[src/rtl/popcount_ternary_acc.sv]
// Streaming ternary popcount accumulator: sums popcount(pos)-popcount(neg) over beats
// and classifies the neuron total against two signed thresholds on the closing beat.
module popcount_ternary_acc #(
    parameter int W         = 7,
    parameter int MAX_BEATS = 16,
    parameter int DROP      = 0,
    localparam int CW       = $clog2(MAX_BEATS + 1),
    localparam int SW       = $clog2(W * MAX_BEATS + 1) + 1
) (
    input  logic                 clk,
    input  logic                 rst_n,
    input  logic                 in_valid,
    output logic                 in_ready,
    input  logic [W-1:0]         in_pos,
    input  logic [W-1:0]         in_neg,
    input  logic                 in_last,
    input  logic signed [SW-1:0] thr_hi,
    input  logic signed [SW-1:0] thr_lo,
    output logic                 out_valid,
    input  logic                 out_ready,
    output logic signed [SW-1:0] out_sum,
    output logic [1:0]           out_tern,
    output logic                 out_ovf
);

    localparam int PCW = $clog2(W + 1);

    typedef enum logic {
        ST_ACC = 1'b0,
        ST_OUT = 1'b1
    } state_t;

    state_t                r_state;
    logic signed [SW-1:0]  r_acc;
    logic [CW-1:0]         r_beat_cnt;
    logic                  r_in_ready;
    logic                  r_out_valid;
    logic signed [SW-1:0]  r_out_sum;
    logic [1:0]            r_out_tern;
    logic                  r_out_ovf;

    logic [W-1:0]          w_p;
    logic [W-1:0]          w_n;
    logic [PCW-1:0]        w_pc_p;
    logic [PCW-1:0]        w_pc_n;
    logic signed [SW-1:0]  w_d;
    logic signed [SW-1:0]  w_sum;
    logic                  w_hs;
    logic                  w_last;

    function automatic logic [PCW-1:0] popcount(input logic [W-1:0] v);
        logic [PCW-1:0] cnt;
        cnt = '0;
        for (int i = 0; i < W; i++) begin
            cnt = cnt + PCW'(v[i]);
        end
        return cnt;
    endfunction

    function automatic logic [PCW-1:0] truncate_lsbs(input logic [PCW-1:0] v);
        logic [PCW-1:0] mask;
        mask = '1;
        mask = mask << DROP;
        return v & mask;
    endfunction

    // High threshold wins when both tests hold (e.g. thr_lo >= thr_hi).
    function automatic logic [1:0] classify(input logic signed [SW-1:0] s,
                                            input logic signed [SW-1:0] hi,
                                            input logic signed [SW-1:0] lo);
        if (s >= hi) begin
            return 2'b01;
        end else if (s <= lo) begin
            return 2'b11;
        end
        return 2'b00;
    endfunction

    // Bits asserted on both rails cancel before counting.
    assign w_p    = in_pos & ~in_neg;
    assign w_n    = in_neg & ~in_pos;
    assign w_pc_p = truncate_lsbs(popcount(w_p));
    assign w_pc_n = truncate_lsbs(popcount(w_n));
    assign w_d    = $signed(SW'(w_pc_p)) - $signed(SW'(w_pc_n));
    assign w_sum  = r_acc + w_d;
    assign w_hs   = in_valid & r_in_ready;
    assign w_last = in_last | (r_beat_cnt == CW'(MAX_BEATS - 1));

    always_ff @(posedge clk or negedge rst_n) begin
        if (!rst_n) begin
            r_state     <= ST_ACC;
            r_acc       <= '0;
            r_beat_cnt  <= '0;
            r_in_ready  <= 1'b1;
            r_out_valid <= 1'b0;
            r_out_sum   <= '0;
            r_out_tern  <= 2'b00;
            r_out_ovf   <= 1'b0;
        end else begin
            case (r_state)
                ST_ACC: begin
                    if (w_hs) begin
                        if (w_last) begin
                            r_out_sum   <= w_sum;
                            r_out_ovf   <= ~in_last;
                            r_out_tern  <= classify(w_sum, thr_hi, thr_lo);
                            r_acc       <= '0;
                            r_beat_cnt  <= '0;
                            r_in_ready  <= 1'b0;
                            r_out_valid <= 1'b1;
                            r_state     <= ST_OUT;
                        end else begin
                            r_acc      <= w_sum;
                            r_beat_cnt <= r_beat_cnt + 1'b1;
                        end
                    end
                end
                ST_OUT: begin
                    // No bypass: input side reopens only on the edge after consumption.
                    if (out_ready) begin
                        r_out_valid <= 1'b0;
                        r_in_ready  <= 1'b1;
                        r_state     <= ST_ACC;
                    end
                end
                default: begin
                    r_state <= ST_ACC;
                end
            endcase
        end
    end

    assign in_ready  = r_in_ready;
    assign out_valid = r_out_valid;
    assign out_sum   = r_out_sum;
    assign out_tern  = r_out_tern;
    assign out_ovf   = r_out_ovf;

endmodule

[config.mk]
export PLATFORM = sky130hd
export DESIGN_NAME = popcount_ternary_acc
export DESIGN_NICKNAME = d
export VERILOG_FILES = /design/src/rtl/popcount_ternary_acc.sv
export SDC_FILE = /design/constraint.sdc
export NUM_CORES = 1
export LEC_CHECK = 0
export BUFFER_PORTS_ARGS = -buffer_cell sky130_fd_sc_hd__buf_4
export CAP_MARGIN = 10
export CORE_UTILIZATION = 55
export DETAILED_ROUTE_END_ITERATION = 8
export PLACE_DENSITY = 0.81
export SKIP_LAST_GASP = 1
export SLEW_MARGIN = 20
export SYNTH_ARGS = -nofsm -noshare
export SYNTH_HDL_FRONTEND = slang
export SYNTH_SLANG_ARGS = --single-unit
[constraint.sdc]
create_clock -name clk -period 3.68 [get_ports clk]
set_input_delay 0.368 -clock clk [delete_from_list [all_inputs] [get_ports clk]]
set_output_delay 0.368 -clock clk [all_outputs]
set_load 0.1 [all_outputs]
Word-level counts from Yosys, hierarchy flattened. Index checks and enable logic that the tools add are counted. Widths: inputs -> output; s select.

Register bits: 27. Logic and storage cells: 62. Output and inout port bits: 13.

Equal/unequal tests: 4. Reduce and logical (&&, ||, !) cells: 3. $lt $le $gt $ge: 2. Bitwise logic cells: 8. $add $sub $neg: 15. Multiplexer cells: 22.

Operators with widths (number): $add 3x1->3 (8); $and 7x7->7 (2); $mux 1 (14); $not 7->7 (2); $add 8x4->8 (1); $ge 8x8->1 (1); $le 8x8->1 (1); $mux 8 (1); $add 2x1->3 (2); $mux 2 (3); $ne 2x2->1 const B (3); $pmux 1 s2 (3); $reduce_and 3->1 (2); $add 5x1->5 const B (1); $eq 5x4->1 const B (1); $mux 5 (1); $add 1x1->2 (2); $sub 3x3->4 (1); $not 1->1 (2); $reduce_and 2->1 (1); $and 1x1->1 (1); $or 1x1->1 (1).

Depth between registers and ports, before layout.
Depth after elaboration: 17. Depth in mapped cells: 24. Depth with buffers taken out: 24.

Worst setup path after synthesis. No wires, ideal clock.

Path type: input port to flip-flop. Start point: input port in_pos[5]. End point: register r_out_tern[0] (netlist: out_tern[0]). Arrival time: 5.828 ns. Setup time: 0.121 ns. Cell stages on the path: 23. Buffers on the path: 0. Required time: 3.559 ns. Slack: -2.269 ns. Cells stage by stage: nand2b_1 > fa_1 > inv_1 > fa_1 > inv_1 > fa_1 > inv_1 > fa_1 > fa_1 > fa_1 > xnor2_1 > ha_1 > a211oi_1 > a21o_1 > a21oi_1 > xnor3_1 > inv_1 > ha_1 > and4_1 > a21oi_1 > o2111a_1 > a31oi_1 > o22a_1.

Cells in the longest elaborated chain, start to end: 13.

RTL lines: start: declaration (line 14) `input logic [W-1:0] in_pos,`; $not 7->7 (line 81) `assign w_n = in_neg & ~in_pos;`; $and 7x7->7 (line 81); $add 3x1->3 (2 in a row) (line 55) `cnt = cnt + PCW'(v[i]);`; $sub 3x3->4 (*) (line 84) `assign w_d = $signed(SW'(w_pc_p)) - $signed(SW'(w_pc_n));`; $add 8x4->8 (*) (line 85) `assign w_sum = r_acc + w_d;`; via w_sum[7] (line 47) `logic signed [SW-1:0] w_sum;`; $le 8x8->1 (line 73) `end else if (s <= lo) begin`; $mux 1 (line 73); $mux 1 (line 71) `if (s >= hi) begin`; $mux 1 (line 103) `if (w_last) begin`; $mux 1 (line 102) `if (w_hs) begin`; $mux 1 (line 100) `case (r_state)`; $mux 2 (*) (line 76) `return 2'b00;`; end signal: assignment (line 106) `r_out_tern <= classify(w_sum, thr_hi, thr_lo);`; end: declaration (line 39) `logic [1:0] r_out_tern;`.

The timed path passes the listed nets; every way through them passes the cells marked *. The select of a mux whose other input is x is not followed. A chain may end at the register's enable or synchronous reset.

Worst setup path after layout.
Start point: input port in_pos[0]. End point: register r_out_tern[0] (netlist: out_tern[0]).

Cells in the longest elaborated chain, start to end: 17.

RTL lines (line): $not 7->7 (81); $and 7x7->7 (81); $add 1x1->2 (55); $add 2x1->3 (55); $add 3x1->3 (4 in a row) (55); $sub 3x3->4 (*) (84); $add 8x4->8 (*) (85); via w_sum[7] (47); $le 8x8->1 (73); $mux 1 (73); $mux 1 (71); $mux 1 (103); $mux 1 (102); $mux 1 (100); $mux 2 (*) (76).

Marked as above.

==> flow_metrics.env <==
export IMPL_status="complete, but fails checks"
export IMPL_violations="setup timing"
export IMPL_utilization_pct=84.6
export IMPL_finalCriticalPeriod_ns=5.68
export IMPL_viasPerCell=5.53
export IMPL_die_w_um=65.5
export IMPL_grtUsageTotal_pct=27.6
export IMPL_placeableCoreArea_mm2=0.00377
export IMPL_ys_seq_area_share_pct=30.5
export IMPL_synthesis_area_mm2=0.00222
export IMPL_hold_viol=0
export IMPL_antenna_cells=0
export IMPL_ant_nets=0
export IMPL_clock_latency_ns=0.28
export IMPL_io_buffers=47
export IMPL_grt_pass1_vias=2008
export IMPL_drive_above_1_share_pct=41.3
export IMPL_grt_max_degree=28
export IMPL_wl_met3_um=212
export IMPL_drt_met1_wl_mm=2.42
export IMPL_die_area_mm2=0.00429
export IMPL_synthToLayoutAreaGrowth_pct=43.7
export IMPL_io_pins=48
export IMPL_drcViolationCount=0
export IMPL_routed_wirelength_mm=5.84
export IMPL_clk_pin_slew_worst_paths_ns=0.10
export IMPL_wl_per_cell_um=15.9
export IMPL_cap_violations=0
export IMPL_synthFlopType="dfrtp_1"
export IMPL_place_gp_congestion=0.979
export IMPL_fill_cells=208
export IMPL_timing_fmax_ghz=0.176
export IMPL_htreeDepth=1
export IMPL_top_layer_used="met4"
export IMPL_wl_met2_mm=3.05
export IMPL_grt_first_pass_wirelength_mm=8.99
export IMPL_yosysUniqueCellTypes=45
export IMPL_synth_async_reset_ratio_pct=100
export IMPL_post_route_cell_area_mm2=0.00319
export IMPL_path_class="in -> reg"
export IMPL_hpwl_mm=4.22
export IMPL_cts_num_sinks=27
export IMPL_postPlaceCellArea_mm2=0.00289
export IMPL_start_kind="primary input"
export IMPL_die_y_um=65.5
export IMPL_cts_tree="yes"
export IMPL_endpoint_kind="register"
export IMPL_clock_skew_ns=0.00727
export IMPL_cts_root_buffer="clkbuf_8"
export IMPL_dr_pass1_iters=4
export IMPL_worstPathRequired_ns=3.85
export IMPL_dr_first_iter_drc_count=80
export IMPL_nets=395
export IMPL_syn_inst=233
export IMPL_rsz0062_at_grt="yes"
export IMPL_initial_utilization_pct=58.9
export IMPL_synth_net_count=307
export IMPL_syn_area_per_cell_um2=9.53
export IMPL_relSlewSlack_pct=41.9
export IMPL_cts_buffer_depth=2
export IMPL_row_count=22
export IMPL_drv_slew=0
export IMPL_crit_path_max_fanout=3
export IMPL_cts_buffers=3
export IMPL_fin_ws_ns=-2.00
export IMPL_vias=2035
export IMPL_ys_ff_latch=27
export IMPL_ys_warn_count=0
export IMPL_finalCritPeriodShare_pct=154
export IMPL_finalSetupViolCount=16
export IMPL_timing_hold_ws_ns=0.264
export IMPL_grt_ovfl_total=0
export IMPL_synth_edf_count=0
export IMPL_antenna_found_initial=0
export IMPL_arrival_ns=5.85
export IMPL_hp_class="in -> reg"
export IMPL_worst_slew_pin_slew_ns=0.865
-- routing by layer --
metal	GRT usage [%]	up-vias
li1	-	973
met1	36.4	983
met2	49.2	63
met3	3.47	16
met4	3.80	0
met5	0	-
-- sequential cells by signal, indices dropped and copies added (netlist names) --
| register | flops |
|---|---|
| out_sum | 8 |
| r_acc | 8 |
| r_beat_cnt | 5 |
| out_tern | 2 |
| in_ready | 1 |
| out_ovf | 1 |
| out_valid | 1 |
| r_state | 1 |
-- cells by family (layout without fill, tap and decap cells) --
family | Yosys count | after routing | share of synthesized area, %
AOI/OAI and AO/OA | 49 | 49 | 15.3
xor gates and xnor gates | 7 | 7 | 3.38
adders and majority gates | 39 | 39 | 25.4
buffers and inverters | 40 | 127 | 7.21
DFF | 27 | 27 | 30.5
muxes | 3 | 3 | 1.52
and+or+nand+nor | 68 | 68 | 16.7
-- cells in the mapped netlist (2+ instances only) --
library cell / n / area share [%]
nor3_1: 4 / 0.90
fa_1: 10 / 9.0
and4_1: 2 / 0.79
a21oi_1: 12 / 2.7
nor3b_1: 2 / 0.68
inv_1: 37 / 6.3
a22o_1: 7 / 2.8
dfrtp_1: 26 / 29
nand2b_1: 6 / 1.7
ha_1: 29 / 16
nand4_1: 3 / 0.85
o21ai_1: 4 / 0.90
nor2b_1: 13 / 3.7
o211ai_1: 2 / 0.68
nor2_1: 6 / 1.0
nand2_1: 23 / 3.9
xnor2_1: 2 / 0.79
nand3_1: 4 / 0.90
o21ai_0: 7 / 1.6
xor2_1: 4 / 1.6
o21a_1: 3 / 1.0
o22ai_1: 2 / 0.56
mux2_2: 3 / 1.5
-- layout make-up --
| class | count | area [µm²] | area share (%) |
|---|---|---|---|
| clock buffer | 3 | 41.3 | 1.29 |
| clock inverter | 1 | 7.51 | 0.235 |
| multi-input combinational | 166 | 1580 | 49.5 |
| sequential | 27 | 677 | 21.2 |
| tap | 48 | 60.1 | 1.88 |
| timing repair buffer | 86 | 686 | 21.5 |
| inverter | 37 | 141 | 4.43 |
-- path summary, 6_finish.rpt --
kind,slack [ns],end,startpoint,depth (start not counted)
setup / recovery,-2.00,out_tern[0]$_DFFE_PN0P_,in_pos[0],24
hold reg to reg,0.51,in_ready$_DFFE_PN1P_,in_ready$_DFFE_PN1P_,2
min in group asynchronous,0.53,out_sum[0]$_DFFE_PN0P_,rst_n,2
max in group asynchronous,2.86,in_ready$_DFFE_PN1P_,rst_n,2
hold / removal,0.26,r_state$_DFF_PN0_,out_ready,2
setup reg to reg,0.84,out_tern[0]$_DFFE_PN0P_,r_acc[0]$_DFFE_PN0P_,14
-- layout by cell type (no fill, tap or decap), types with 2 or more instances in the layout --
cell type and n:
o21a_1 3, a21oi_2 6, nor3_1 4, a22o_1 7
buf_4 75, mux2_2 3, o21ai_2 4, nor2b_1 12
dfrtp_1 26, o21ai_0 4, o22ai_1 2, inv_1 33
ha_1 24, inv_2 3, buf_6 10, xor2_2 2
o21ai_1 3, nand2b_4 2, nand3_1 3, nor2_1 5
nand2b_1 4, nand4_1 3, clkbuf_8 3, nand2_1 22
fa_1 7, ha_4 5, a21oi_1 6, nor3b_1 2
fa_2 3, xor2_1 2, o211ai_1 2
-- critical path, cell delays in order --
cell,delay [ns]
buf_6,0.09
nand2b_4,0.13
fa_1,0.52
inv_1,0.04
fa_1,0.47
inv_1,0.04
fa_1,0.48
inv_2,0.04
fa_1,0.50
fa_2,0.40
fa_2,0.36
xnor2_2,0.21
ha_1,0.29
a211oi_2,0.21
a21o_1,0.19
a21oi_2,0.08
xnor3_1,0.28
inv_2,0.08
ha_4,0.22
and4_4,0.17
a21oi_2,0.13
o2111a_1,0.23
a31oi_2,0.11
o22a_1,0.17
-- repair_timing --
item                                   CTS  global route
pin swaps                                4            24
hold buffers                             1             0
setup endpoints to repair               18            18
setup buffers                            5             6
resized for setup                       12            30
endpoints found under the hold margin   15             0
gates cloned                             0             0
-- metrics by stage --
stage | setup WS [ns] | std cells | TNS [ns]
6_report | -2.00 | 368 | -19.30
5_1_grt | -2.21 | 368 | -22.30
4_1_cts | -1.90 | 366 | -18.17
3_5_place_dp | -2.21 | 356 | -23.06
3_3_place_gp | -2.10 | 356 | -21.87
2_1_floorplan | -1.95 | 233 | -15.46
Power is not shown: default switching activity piles up to over one toggle a cycle in this logic, so the estimate is an artifact.
